### config.mk
export PLATFORM = sky130hd
export DESIGN_NAME = spin_readout
export DESIGN_NICKNAME = d
export VERILOG_FILES = /design/src/rtl/spin_readout_pkg.sv /design/src/rtl/spin_readout_phase_sync.sv /design/src/rtl/spin_readout.sv
export SDC_FILE = /design/constraint.sdc
export NUM_CORES = 1
export LEC_CHECK = 0
export BUFFER_PORTS_ARGS = -buffer_cell sky130_fd_sc_hd__clkbuf_2
export CAP_MARGIN = 25
export CORE_UTILIZATION = 45
export CTS_BUF_LIST = sky130_fd_sc_hd__clkbuf_2 sky130_fd_sc_hd__clkbuf_4 sky130_fd_sc_hd__clkbuf_8
export CTS_CLUSTER_SIZE = 25
export DETAILED_ROUTE_END_ITERATION = 6
export PLACE_DENSITY = 0.66
export SLEW_MARGIN = 15
export SYNTH_ARGS = -nofsm -noshare
export SYNTH_HDL_FRONTEND = slang
export SYNTH_SLANG_ARGS = --single-unit
### constraint.sdc
create_clock -name clk -period 2.35 [get_ports clk]
set_clock_uncertainty 0.2 [all_clocks]
set_input_delay 0.47 -clock clk [delete_from_list [all_inputs] [get_ports clk]]
set_output_delay 0.47 -clock clk [all_outputs]
set_load 0.02 [all_outputs]
### src/rtl/spin_readout_pkg.sv
// Shared state encoding and default timing constants for the spin readout block.
// Latency: n/a (types and constants only).
// Backpressure: n/a.
package spin_readout_pkg;

  typedef enum logic [1:0] {
    IDLE    = 2'd0,
    SETTLE  = 2'd1,
    MEASURE = 2'd2,
    DONE    = 2'd3
  } state_t;

  localparam int DEF_SETTLE_CYCLES = 1024;
  localparam int DEF_WINDOW_CYCLES = 256;

endpackage

### src/rtl/spin_readout_phase_sync.sv
// Two-flop synchronizer bringing one free-running oscillator bit into the clk domain.
// Latency: output lags the input by 2 clk edges.
// Backpressure: none; samples every cycle.
module phase_sync (
  input  logic clk,
  input  logic rstn,
  input  logic d,
  output logic q
);

  logic meta;

  // First flop may go metastable; second flop gives it a cycle to resolve.
  always_ff @(posedge clk or negedge rstn) begin
    if (!rstn) begin
      meta <= 1'b0;
      q    <= 1'b0;
    end else begin
      meta <= d;
      q    <= meta;
    end
  end

endmodule

### src/rtl/spin_readout.sv
// Resets/settles the oscillator core, counts per-oscillator phase mismatches vs osc 0, reports spins.
// Latency: valid rises SETTLE_CYCLES + WINDOW_CYCLES + 1 edges after start is sampled (start edge counted).
// Backpressure: result held with valid=1 until ready; start is only accepted in IDLE.
module spin_readout
  import spin_readout_pkg::*;
#(
  parameter int N             = 3,
  parameter int SETTLE_CYCLES = DEF_SETTLE_CYCLES,
  parameter int WINDOW_CYCLES = DEF_WINDOW_CYCLES
) (
  input  logic         clk,
  input  logic         rstn,
  input  logic         start,
  input  logic [N-1:0] osc_in,
  output logic         core_rstn,
  output logic         busy,
  output logic [N-1:0] spins,
  output logic         valid,
  input  logic         ready
);

  localparam int CNT_W = $clog2(WINDOW_CYCLES + 1);
  localparam int SET_W = $clog2(SETTLE_CYCLES + 1);
  // One counter times both the settle and measure phases, so it must fit the longer of the two.
  localparam int CYC_W = (SET_W > CNT_W) ? SET_W : CNT_W;

  localparam logic [CYC_W-1:0] SETTLE_LAST = CYC_W'(SETTLE_CYCLES - 1);
  localparam logic [CYC_W-1:0] WINDOW_LAST = CYC_W'(WINDOW_CYCLES - 1);
  localparam logic [CNT_W:0]   WINDOW_CMP  = (CNT_W + 1)'(WINDOW_CYCLES);

  state_t           state;
  logic [CYC_W-1:0] cyc_cnt;
  logic [CNT_W-1:0] mm     [N];
  logic [CNT_W-1:0] mm_fin [N];
  logic [N-1:0]     s;
  logic [N-1:0]     mis;
  logic [N-1:0]     spins_nxt;

  genvar g;
  generate
    for (g = 0; g < N; g++) begin : g_sync
      phase_sync u_sync (
        .clk  (clk),
        .rstn (rstn),
        .d    (osc_in[g]),
        .q    (s[g])
      );
    end
  endgenerate

  // Bit 0 compares oscillator 0 against itself, so it is always 0.
  assign mis = s ^ {N{s[0]}};

  // Counts including the current sample, and the majority decision taken on the final window edge.
  always_comb begin
    spins_nxt = '0;
    for (int i = 0; i < N; i++) begin
      mm_fin[i] = mm[i] + CNT_W'(mis[i]);
    end
    for (int i = 1; i < N; i++) begin
      // Strictly more than half the window mismatched; an exact tie reads as in-phase.
      spins_nxt[i] = ({mm_fin[i], 1'b0} > WINDOW_CMP);
    end
  end

  // Sequencer: settle the core, measure for the window, then hold the result until accepted.
  always_ff @(posedge clk or negedge rstn) begin
    if (!rstn) begin
      state     <= IDLE;
      cyc_cnt   <= '0;
      core_rstn <= 1'b0;
      busy      <= 1'b0;
      valid     <= 1'b0;
      spins     <= '0;
      for (int i = 0; i < N; i++) mm[i] <= '0;
    end else begin
      case (state)
        IDLE: begin
          if (start) begin
            state     <= SETTLE;
            cyc_cnt   <= '0;
            core_rstn <= 1'b1;
            busy      <= 1'b1;
          end
        end
        SETTLE: begin
          if (cyc_cnt == SETTLE_LAST) begin
            state   <= MEASURE;
            cyc_cnt <= '0;
            for (int i = 0; i < N; i++) mm[i] <= '0;
          end else begin
            cyc_cnt <= cyc_cnt + 1'b1;
          end
        end
        MEASURE: begin
          for (int i = 1; i < N; i++) mm[i] <= mm_fin[i];
          if (cyc_cnt == WINDOW_LAST) begin
            state     <= DONE;
            spins     <= spins_nxt;
            core_rstn <= 1'b0;
            busy      <= 1'b0;
            valid     <= 1'b1;
          end else begin
            cyc_cnt <= cyc_cnt + 1'b1;
          end
        end
        DONE: begin
          if (ready) begin
            valid <= 1'b0;
            state <= IDLE;
          end
        end
        default: state <= IDLE;
      endcase
    end
  end

endmodule

* Word level (Yosys, flattened, before mapping)
Index checks and enable logic that the tools add are counted.
W data, S select, Z words.
** Storage, ports and cells
- Bits in registers :: 41
- Latch bits :: 0
- Bits in writable memories :: 0
- Memory bits (read-only) :: 0
- Input bits :: 7
- Output and inout port bits :: 6
- Word-level logic and storage cells :: 57
- Memories kept :: 0
** Cells by class
- $add $sub $neg :: 3
- Multipliers :: 0
- Divide/modulo/power cells :: 0
- Magnitude comparators :: 2
- Eq/ne operators :: 10
- Shift operators :: 0
- Muxes and demuxes :: 17
- Bitwise logic cells :: 1
- Reduce and logical (&&, ||, !) cells :: 11
** Operators with widths (count)
- $pmux W18 S2 :: 1
- $mux W11 :: 3
- $pmux W11 S3 :: 1
- $gt A10 B9 Y1 const B :: 2
- $add A9 B1 Y9 :: 2
- $mux W18 :: 1
- $add A11 B1 Y11 const B :: 1
- $eq A11 B10 Y1 const B :: 1
- $eq A11 B8 Y1 const B :: 1
- $ne A2 B2 Y1 const B :: 5
- $reduce_and A3 Y1 :: 3
- $mux W2 :: 4
- $pmux W2 S4 :: 1
- $reduce_bool A2 Y1 :: 3
- $eq A2 B2 Y1 const B :: 2
- $mux W1 :: 4
- $pmux W1 S2 :: 2
- $reduce_and A2 Y1 :: 2
- $reduce_and A4 Y1 :: 1
- $reduce_bool A3 Y1 :: 1
- $xor A3 B3 Y3 :: 1
- $eq A2 B1 Y1 const B :: 1
- $logic_not A2 Y1 :: 1

* Logic depth before layout (Yosys ltp)
Gate-level depths: netlist (run 1).
- Depth after elaboration :: 3
- Gate-level depth with buffers :: 10

* Hierarchy
Synthesis (run 1) repeated with hierarchy kept, for this count alone.
** Unflattened totals
- Cells, all modules :: 233
- Area total of the unflattened synthesis :: 2321.0 µm²
** Modules (own cells, without submodules)
- spin_readout :: instances 1, cells an instance 227, area each 2170.8 µm², seq. area each 875.8 µm²
- phase_sync :: instances 3, cells an instance 2, area each 50.0 µm², seq. area each 50.0 µm²

* Worst setup path after synthesis (run 1)
OpenSTA, ideal clock, no wires.
- Kind :: reg-to-reg
- From :: register state[0]
- To :: register cyc_cnt[0]
- Setup time :: 0.125 ns
- Arrival :: 1.922 ns
- Setup slack :: 0.104 ns
- Cell stages (with the launch flop) :: 10
- Period minus slack after synthesis :: 2.246 ns
- Cells stage by stage :: dfrtp_1 > inv_1 > ha_1 > buf_6 > or3b_1 > nor4_4 > or3_1 > buf_6 > nor2_4 > mux2_2
** On the way
- Word-level cells in the longest chain between the ends :: 3
- Elaborated cells on any way between the ends :: 8
** Ends and longest elaborated chain
- from (decl) :: line spin_readout.sv:31 : state_t state;
- from (signal assigned) :: line spin_readout.sv:69 : state <= IDLE;
- from (signal assigned) :: line spin_readout.sv:80 : state <= SETTLE;
- from (signal assigned) :: line spin_readout.sv:88 : state <= MEASURE;
- $eq A2 B2 Y1, or another cell as far along :: line spin_readout.sv:77 : case (state)
- $ne A2 B2 Y1 (no line) or $reduce_bool A3 Y1 (tied branches)
- $reduce_and A3 Y1 (no line)
- to (signal assigned) :: line spin_readout.sv:92 : cyc_cnt <= cyc_cnt + 1'b1;
- to (signal assigned) :: line spin_readout.sv:104 : cyc_cnt <= cyc_cnt + 1'b1;
- to (decl) :: line spin_readout.sv:32 : logic [CYC_W-1:0] cyc_cnt;
Several ways; a longest one is shown, not always the timed one.
A chain may end at the register's enable or synchronous reset.

* Worst setup path after layout (run 1)
- From :: register g_sync[0].u_sync.q
- To :: register spins[1]
** On the way
- Word-level cells in the longest chain between the ends :: 3
** Ends and longest elaborated chain
- from (decl) :: line spin_readout_phase_sync.sv:8 : output logic q
- from (signal assigned) :: line spin_readout_phase_sync.sv:20 : q <= meta;
- $xor A3 B3 Y3 :: line spin_readout.sv:52 : assign mis = s ^ {N{s[0]}};
- $add A9 B1 Y9 :: line spin_readout.sv:58 : mm_fin[i] = mm[i] + CNT_W'(mis[i]);
- $gt A10 B9 Y1 :: line spin_readout.sv:62 : spins_nxt[i] = ({mm_fin[i], 1'b0} > WINDOW_CMP);
- to (signal assigned) :: line spin_readout.sv:99 : spins <= spins_nxt;
- to (decl) :: line spin_readout.sv:17 : output logic [N-1:0] spins,
Every way passes these cells.

==> flow_metrics.py, run 1 <==
metrics = {
    "outcome": {
        "status": "complete, no violations",
    },
    "floorplan": {
        "die_height_um": 73.5,
        "num_rows": 25,
        "core_area_um2": 4820,
        "start_util_pct": 47.8,
        "num_io_pins": 13,
        "fp.dieW_um": 73.5,
        "dieArea_um2": 5410,
    },
    "grt": {
        "grt_pass1_wl_mm": 7.88,
        "grt_overflow": 0,
        "antenna_found_initial": 0,
        "grt_usage_pct": 19.0,
        "grt_pass1_vias": 1778,
        "grt_max_degree": 23,
    },
    "detailed_routing": {
        "vias": 1793,
        "via_per_inst": 5.50,
        "wl_mm": 4.62,
        "wl_per_cell_um": 14.2,
        "drtAntennaViolNets": 0,
        "route.detailed.drc": 0,
        "drtIter0Drc": 90,
        "firstDrtPassIters": 4,
    },
    "clocking": {
        "worst_skew_pair.late_latency_ns": 0.29,
        "h-tree-depth": 2,
        "root_buffer": "clkbuf_8",
        "cts_tree": "done",
        "clkTransAtPathRegs_ns": 0.07,
        "cts_buffer_depth": 2,
        "numCtsBuffers": 5,
        "numClockSinks": 41,
    },
    "critical_path": {
        "worst_ep_arrival_time_ns": 2.17,
        "endpoint_kind": "register",
        "ff2ff_setup_slack_ns": 0.14,
        "critPathKind": "register to register",
        "start_kind": "register",
        "worstPathMaxFanout": 6,
        "worstPathRequired_ns": 2.31,
    },
    "sta": {
        "worst_pin_slew_ns": 0.555,
        "holdWs_ns": 0.0905,
        "fmax_ghz": 0.452,
        "finalWorstSetupSlack_ns": 0.140,
        "slew_headroom_pct": 63.0,
        "timing.final.crit_share_pct": 94.1,
        "setup-violations-final": 0,
        "finalHoldViolCount": 0,
        "drv_slew": 0,
        "fin_crit_ns": 2.21,
    },
    "placement": {
        "place_congestion": 0.790,
        "pre_cts_ws_ns": 0.0913,
        "portBuffers": 11,
        "hpwl_mm": 3.28,
    },
    "pwr": {
        "powerDensity_nw_per_um2": 933,
        "power.leakage_nw": 1.14,
        "vdd_drop_max_v": 0.000543,
    },
    "logic_synthesis": {
        "ys.warnings.count": 0,
        "synthCells": 235,
        "synth_nets": 251,
        "ys_ff_latch": 41,
        "syn_avg_cell_area_um2": 9.80,
        "seq_area_frac_synth_pct": 44.5,
        "synth_ff_type": "dfrtp_1",
        "synth_edf_count": 0,
        "yosysUniqueCellTypes": 48,
        "syn_area_um2": 2300,
        "async_flop_share_pct": 100,
    },
    "final_layout": {
        "final_cell_mix": "dfrtp_1, o21ai_0, nor2_1",
        "diodes": 0,
        "layout_commonest_cell": "dfrtp_1",
        "fin_nets": 274,
        "fill_cells": 453,
        "area_delta_synth_final_pct": 14.1,
        "drive_gt1_share_pct": 22.8,
    },
    "flow_run": {
        "maxCapViolCount": 0,
    },
    "min_path": {
        "hold_class": "input port to register",
    },
}
-- state kept, by name, summed over array words and instances (netlist names) --
signal              flops
spins                   2
g_sync.u_sync.meta      3
busy                    1
cyc_cnt                11
mm                     18
valid                   1
g_sync.u_sync.q         3
state                   2
-- per-layer routing --
metal | track usage (%) | part of all wire, %
met1 | 24.2 | 48
met2 | 32.0 | 48
met3 | 4.12 | 2.1
met4 | 6.41 | 1.5
met5 | 0 | 0
-- per-stage QoR --
stage	setup TNS (ns)	utilization, %	cells	power, mW	cell area, µm²
2_1_floorplan	0	-	235	1.68	2300
3_3_place_gp	0	51.7	317	1.94	2490
3_5_place_dp	0	51.7	317	1.97	2490
4_1_cts	0	53.7	326	2.43	2590
5_1_grt	-0.0498	54.6	326	2.64	2630
6_report	0	54.6	326	2.45	2630
-- cell type report --
type,instances,area (µm²),share of cell area [%]
Clock inverter,2,10.0,0.381
Multi-Input combinational cell,181,1240,47.3
Timing Repair Buffer,25,175,6.66
Tap cell,67,83.8,3.19
Inverter,4,15.0,0.571
Sequential cell,41,1030,39.0
Clock buffer,6,76.3,2.90
-- power breakdown --
| group | switching (mW) | internal (mW) | total (mW) |
|---|---|---|---|
| clock | 0.231 | 0.217 | 0.448 |
| sequential | 0.0934 | 0.800 | 0.894 |
| combinational | 0.623 | 0.487 | 1.11 |
-- synth_stat cells, types with 3 or more instances --
cell / count / share of area, %
nand3_1: 11 / 2.4
inv_1: 4 / 0.65
xnor2_1: 3 / 1.1
dfrtp_1: 41 / 45
a22o_1: 6 / 2.3
nor4_1: 3 / 0.81
nand2_1: 18 / 2.9
nor3_1: 5 / 1.1
a22o_2: 6 / 2.6
o21ai_0: 30 / 6.5
and2_1: 3 / 0.81
xor2_1: 4 / 1.5
a31oi_1: 3 / 0.81
o31ai_1: 5 / 1.6
nor2_1: 25 / 4.1
a21oi_1: 6 / 1.3
a21o_2: 3 / 1.1
nor2b_1: 7 / 1.9
and3_1: 4 / 1.1
buf_2: 3 / 0.65
ha_1: 9 / 4.9
-- cells by family after synthesis --
kind of cell | after synthesis | share of synthesized area (%)
AO/OA/AOI/OAI | 72 | 21.6
XOR/XNOR | 7 | 2.66
adder cells (fa/ha/maj) | 9 | 4.89
buffers and inverters | 13 | 3.26
flip-flops | 41 | 44.5
multiplexers | 4 | 1.85
other | 1 | 0.163
AND/OR/NAND/NOR | 88 | 21.0
-- worst paths after layout --
kind | from | end | depth (start not counted)
worst min register to register | g_sync[1].u_sync.meta$_DFF_PN0_ | g_sync[1].u_sync.q$_DFF_PN0_ | 0
worst min-delay path | osc_in[0] | g_sync[0].u_sync.meta$_DFF_PN0_ | 1
worst max-delay path | g_sync[0].u_sync.q$_DFF_PN0_ | spins[1]$_DFFE_PN0P_ | 8
min in group asynchronous | rstn | mm[8]$_DFFE_PN0P_ | 2
max in group asynchronous | rstn | cyc_cnt[1]$_DFFE_PN0P_ | 3
worst max register to register | g_sync[0].u_sync.q$_DFF_PN0_ | spins[1]$_DFFE_PN0P_ | 8
-- critical path, stage by stage, from the launching register on --
cell and delay [ns]:
dfrtp_1 0.40, xor2_1 0.23, ha_2 0.26, ha_2 0.25, nand2_1 0.10, a21oi_1 0.17
nor2_1 0.08, o41ai_2 0.29, a31oi_1 0.12
-- timing repair --
action / in CTS / in global routing
hold endpoints to repair: 19 / 0
setup buffers: 0 / 0
hold buffers: 1 / 0
setup endpoints to repair: 0 / 9
resized for setup: 0 / 9
No activity file was read; power rests on OpenSTA's default activity.
==> inputs of run 2 (changes only) <==
--- a/config.mk
+++ b/config.mk
@@ -5,6 +5,7 @@
 export SDC_FILE = /design/constraint.sdc
 export NUM_CORES = 1
 export LEC_CHECK = 0
+export ABC_AREA = 1
 export BUFFER_PORTS_ARGS = -buffer_cell sky130_fd_sc_hd__clkbuf_2
 export CAP_MARGIN = 25
 export CORE_UTILIZATION = 45
==> flow_metrics.py, run 2 <==
metrics = {
    "detailed_routing": {
        "route.detailed.drc": 0,
        "highest_layer": "met4",
        "wl_per_cell_um": 12.0,
        "wl_met2_mm": 2.29,
        "vias": 1980,
        "firstDrtPassIters": 4,
        "via_per_inst": 4.94,
        "drtAntennaViolNets": 0,
        "drtIter0Drc": 124,
        "wl_met1_mm": 2.33,
        "wl_mm": 4.82,
        "wl_met3_um": 169,
    },
    "critical_path": {
        "worstRegToRegCells": 8,
        "ff2ff_setup_slack_ns": 0.30,
        "start_kind": "register",
        "rr_endpoint": "mm[5]$_DFFE_PN0P_",
        "r2r_start": "cyc_cnt[0]$_DFFE_PN0P_",
        "critPathKind": "register to register",
        "worstPathRequired_ns": 2.31,
        "worst_ep_arrival_time_ns": 2.01,
        "endpoint_kind": "register",
        "worstPathMaxFanout": 16,
    },
    "sta": {
        "timing.final.crit_share_pct": 87.2,
        "slew_headroom_pct": 64.6,
        "setup-violations-final": 0,
        "finalHoldViolCount": 0,
        "rsz0062_at_grt": "no",
        "fmax_ghz": 0.488,
        "tns_ns": 0,
        "fin_crit_ns": 2.05,
        "worst_pin_slew_ns": 0.531,
        "drv_slew": 0,
    },
    "logic_synthesis": {
        "yosysTopAreaCell": "dfrtp_1",
        "synthCells": 315,
        "synth_commonest_cells": "nand2_1, inv_1, dfrtp_1",
        "syn_avg_cell_area_um2": 7.90,
        "synth_edf_count": 0,
        "synth_area_leaders": "dfrtp_1, nand2_1, nand3_1, inv_1, ha_1",
        "seq_area_frac_synth_pct": 41.2,
        "synth.top_cell.area_share_pct": 41.2,
        "yosysMostFrequentCell": "nand2_1",
        "ys.warnings.count": 0,
        "syn_area_um2": 2490,
        "yosysUniqueCellTypes": 33,
        "ys_ff_latch": 41,
        "async_flop_share_pct": 100,
        "synth_nets": 331,
        "synth_ff_type": "dfrtp_1",
    },
    "clocking": {
        "ctsResizeCount": 0,
        "h-tree-depth": 2,
        "numCtsBuffers": 5,
        "cts_tree": "done",
        "postCtsHoldBufs": 1,
        "numClockSinks": 41,
        "worst_skew_pair.late_latency_ns": 0.29,
        "clkTransAtPathRegs_ns": 0.08,
        "cts_setup_buffers": 0,
        "root_buffer": "clkbuf_8",
        "cts_buffer_depth": 2,
    },
    "grt": {
        "grt_overflow": 0,
        "grt_usage_pct": 18.2,
        "antenna_found_initial": 0,
        "grt_max_degree": 22,
        "grt_pass1_vias": 1974,
        "grt_pass1_wl_mm": 8.59,
    },
    "floorplan": {
        "start_util_pct": 47.8,
        "core_area_um2": 5200,
        "dieArea_um2": 5830,
        "fp.dieW_um": 76.3,
        "num_io_pins": 13,
        "num_rows": 26,
        "die_height_um": 76.3,
    },
    "pwr": {
        "vdd_drop_max_v": 0.000622,
        "powerDensity_nw_per_um2": 921,
        "finalPower_mw": 2.52,
        "power.leakage_nw": 1.35,
    },
    "final_layout": {
        "max_flop_register": "mm",
        "diodes": 0,
        "largest_register_ffs": 18,
        "stdcell_count": 401,
        "fin_area_um2": 2730,
        "area_delta_synth_final_pct": 9.91,
        "fin_nets": 346,
        "final_util_pct": 52.5,
        "largestRegisters": "mm (18), cyc_cnt (11)",
        "final_cell_mix": "nand2_1, inv_1, dfrtp_1",
        "fill_cells": 501,
        "layout_commonest_cell": "nand2_1",
        "drive_gt1_share_pct": 14.5,
    },
    "placement": {
        "portBuffers": 11,
        "place_inst": 392,
        "hpwl_mm": 3.49,
        "placed_area_um2": 2590,
        "place_congestion": 0.826,
    },
    "flow_run": {
        "maxCapViolCount": 0,
    },
    "min_path": {
        "hold_class": "input port to register",
        "holdPathEnd": "g_sync[2].u_sync.meta$_DFF_PN0_",
        "min_from": "osc_in[2]",
        "min_path_cells": 1,
    },
    "outcome": {
        "status": "complete, no violations",
    },
}
[run 2: changes by cell type in the layout (fill, tap and decap cells not counted), sizes merged, moves of 10 or more]
cell / before / now
a22o: 12 / 0
inv: 4 / 44
nand2: 18 / 96
buf: 13 / 3
nand3: 12 / 39
[run 2: kinds of logic after synthesis]
family / Yosys count / synth area share [%]
simple gates: 170 / 32.1
buf+inv: 52 / 9.61
flops: 41 / 41.2
compound gates: 34 / 9.51
fa+ha+maj: 9 / 4.53
xor+xnor: 8 / 2.82
other cells: 1 / 0.151
[run 2: per-stage QoR]
| step | hold slack, ns | worst slack [ns] |
|---|---|---|
| 3_5_place_dp | 0.135 | 0.316 |
| 2_1_floorplan | -0.0256 | 0.558 |
| 4_1_cts | 0.0743 | 0.298 |
| 5_1_grt | 0.0648 | 0.102 |
| 6_report | 0.0891 | 0.300 |
| 3_3_place_gp | 0.135 | 0.334 |
[run 2: worst max-delay path, cell delays in order, from the launching register on]
cell and delay (ns):
dfrtp_1 0.47, ha_1 0.23, nand2_2 0.08, nor2_4 0.19, nand3_2 0.15, nand2_4 0.22, nand2_4 0.11, clkinv_4 0.16
o21ai_0 0.11
[run 2: layer usage]
layer | GRT usage, % | vias to the layer above
li1 | - | 1035
met1 | 24.0 | 911
met2 | 30.7 | 30
met3 | 3.23 | 4
met4 | 5.00 | 0
met5 | 0 | -
[run 2: worst max path at each step]
stage | startpoint | to | slack, ns | depth (start not counted)
floorplan | g_sync[0].u_sync.q$_DFF_PN0_ | spins[1]$_DFFE_PN0P_ | 0.56 | 10
global placement | cyc_cnt[0]$_DFFE_PN0P_ | mm[9]$_DFFE_PN0P_ | 0.33 | 7
detailed placement | cyc_cnt[0]$_DFFE_PN0P_ | mm[5]$_DFFE_PN0P_ | 0.32 | 8
CTS | cyc_cnt[0]$_DFFE_PN0P_ | mm[5]$_DFFE_PN0P_ | 0.30 | 8
global route | cyc_cnt[0]$_DFFE_PN0P_ | state[1]$_DFFE_PN0P_ | 0.10 | 8
finish | cyc_cnt[0]$_DFFE_PN0P_ | mm[5]$_DFFE_PN0P_ | 0.30 | 8
[run 2: area by class of cell]
class / count / area [µm²] / area share (%)
well taps: 70 / 87.6 / 3.20
inverters: 45 / 176 / 6.45
clock buffers: 5 / 68.8 / 2.52
repair buffers: 15 / 87.6 / 3.20
multi-input cells: 222 / 1220 / 44.7
clock inverters: 3 / 65.1 / 2.38
flip-flops and latches: 41 / 1030 / 37.5
[run 2: power breakdown]
part	total (mW)	switching, mW	leakage (nW)	internal, mW
Sequential	0.867	0.0767	0.547	0.790
Clock	0.666	0.244	0.0681	0.422
Combinational	0.985	0.696	0.733	0.289
Total	2.52	1.02	1.35	1.50
==> inputs of run 3 (changes only) <==
--- a/config.mk
+++ b/config.mk
@@ -12,6 +12,7 @@
 export CTS_BUF_LIST = sky130_fd_sc_hd__clkbuf_2 sky130_fd_sc_hd__clkbuf_4 sky130_fd_sc_hd__clkbuf_8
 export CTS_CLUSTER_SIZE = 25
 export DETAILED_ROUTE_END_ITERATION = 6
+export GPL_TIMING_DRIVEN = 0
 export PLACE_DENSITY = 0.66
 export SLEW_MARGIN = 15
 export SYNTH_ARGS = -nofsm -noshare
==> flow_metrics.py, run 3 (synthesis gave the netlist of run 2 again) <==
metrics = {
    "outcome": {
        "status": "complete, no violations",
    },
    "placement": {
        "place_inst": 397,
        "placed_area_um2": 2650,
        "portBuffers": 11,
        "place_congestion": 0.823,
        "hpwl_mm": 3.55,
    },
    "clocking": {
        "ctsResizeCount": 0,
        "clkTransAtPathRegs_ns": 0.08,
        "cts_tree": "done",
        "root_buffer": "clkbuf_8",
        "h-tree-depth": 2,
        "numClockSinks": 41,
        "worst_skew_pair.late_latency_ns": 0.29,
        "cts_buffer_depth": 2,
        "numCtsBuffers": 5,
    },
    "final_layout": {
        "area_delta_synth_final_pct": 11.1,
        "fin_nets": 351,
        "stdcell_count": 405,
        "diodes": 0,
        "fin_area_um2": 2760,
        "drive_gt1_share_pct": 15.2,
        "fill_cells": 482,
        "max_flop_register": "mm",
        "largestRegisters": "mm (18), cyc_cnt (11)",
        "layout_commonest_cell": "nand2_1",
        "largest_register_ffs": 18,
        "final_cell_mix": "nand2_1, inv_1, dfrtp_1",
    },
    "critical_path": {
        "worst_ep_arrival_time_ns": 2.00,
        "worst_path_max_delay_cell": "dfrtp_1",
        "critPathCapture": "mm[3]$_DFFE_PN0P_",
        "worstPathCellList": "ha_1, nand2_2, nor2_4, nand3_2, nand2_4, nand2_4, clkinv_4, buf_12, o22ai_2",
        "crit_start": "cyc_cnt[0]$_DFFE_PN0P_",
        "crit_top_cell": "nand2_4",
        "critPathKind": "register to register",
        "max_stage_delay_ns": 0.48,
        "rr_endpoint": "mm[3]$_DFFE_PN0P_",
        "r2r_start": "cyc_cnt[0]$_DFFE_PN0P_",
        "cp_top_family": "simple AND/OR/NAND/NOR gates",
        "ff2ff_setup_slack_ns": 0.33,
        "start_kind": "register",
        "endpoint_kind": "register",
        "worstPathMaxFanout": 10,
        "worstPathRequired_ns": 2.33,
        "crit_buf_inv": 2,
        "crit_cells": 9,
        "worstRegToRegCells": 9,
    },
    "grt": {
        "grt_usage_pct": 18.6,
        "grt_pass1_vias": 2040,
        "grt_max_degree": 27,
        "grt_overflow": 0,
        "grt_pass1_wl_mm": 8.74,
        "antenna_found_initial": 0,
    },
    "sta": {
        "setup-violations-final": 0,
        "fin_crit_ns": 2.02,
        "worst_pin_slew_ns": 0.539,
        "timing.final.crit_share_pct": 86.1,
        "tns_ns": 0,
        "drv_slew": 0,
        "finalHoldViolCount": 0,
        "rsz0062_at_grt": "no",
        "slew_headroom_pct": 64.1,
        "fmax_ghz": 0.494,
        "holdWs_ns": 0.0871,
    },
    "flow_run": {
        "maxCapViolCount": 0,
    },
    "min_path": {
        "min_path_cells": 1,
        "hold_class": "input port to register",
    },
    "floorplan": {
        "start_util_pct": 47.8,
        "die_height_um": 76.3,
        "fp.dieW_um": 76.3,
        "core_area_um2": 5200,
        "dieArea_um2": 5830,
        "num_rows": 26,
        "num_io_pins": 13,
    },
    "pwr": {
        "powerDensity_nw_per_um2": 911,
        "power.leakage_nw": 1.37,
        "vdd_drop_max_v": 0.000747,
    },
    "detailed_routing": {
        "wl_mm": 4.85,
        "drtAntennaViolNets": 0,
        "vias": 2018,
        "route.detailed.drc": 0,
        "firstDrtPassIters": 5,
        "wl_per_cell_um": 12.0,
        "drtIter0Drc": 79,
        "via_per_inst": 4.98,
    },
}
-- run 3: cell type report --
cell class	instances	area (µm²)	area share [%]
multi-input cells	222	1220	44.2
flip-flops and latches	41	1030	37.1
inverters	45	176	6.38
well taps	70	87.6	3.17
repair buffers	13	85.1	3.08
clock buffers	5	68.8	2.49
plain buffers	7	62.6	2.26
clock inverters	2	35.0	1.27
-- run 3: per-layer routing --
layer | global-route usage (%) | vias to the layer above | routed length [µm]
met2 | 32.0 | 35 | 2370
met3 | 3.35 | 7 | 132
met4 | 6.35 | 0 | 69
li1 | - | 1050 | -
met5 | 0 | - | 0
met1 | 23.4 | 926 | 2270
-- run 3: where the power goes --
group | switching (mW) | total (mW) | internal (mW)
Combinational | 0.727 | 1.10 | 0.375
Clock | 0.239 | 0.548 | 0.309
Sequential | 0.0784 | 0.868 | 0.790
-- run 3: stage by stage --
stage	total power [mW]	util, %	setup WS, ns
6_report	2.52	53.1	0.327
5_1_grt	2.71	53.1	0.125
4_1_cts	2.56	53.1	0.325
3_5_place_dp	2.00	50.9	0.345
3_3_place_gp	1.97	50.5	0.354
2_1_floorplan	1.71	-	0.558
-- run 3: how the worst min path moves through the flow --
stage	startpoint	endpoint
floorplan	rstn	busy$_DFFE_PN0P_
global placement	g_sync[1].u_sync.meta$_DFF_PN0_	g_sync[1].u_sync.q$_DFF_PN0_
detailed placement	g_sync[1].u_sync.meta$_DFF_PN0_	g_sync[1].u_sync.q$_DFF_PN0_
CTS	osc_in[1]	g_sync[1].u_sync.meta$_DFF_PN0_
global route	osc_in[0]	g_sync[0].u_sync.meta$_DFF_PN0_
finish	osc_in[1]	g_sync[1].u_sync.meta$_DFF_PN0_
-- run 3: what timing repair did --
item / CTS / global route
setup buffers: 0 / 0
hold endpoints to repair: 15 / 0
hold buffers: 1 / 0
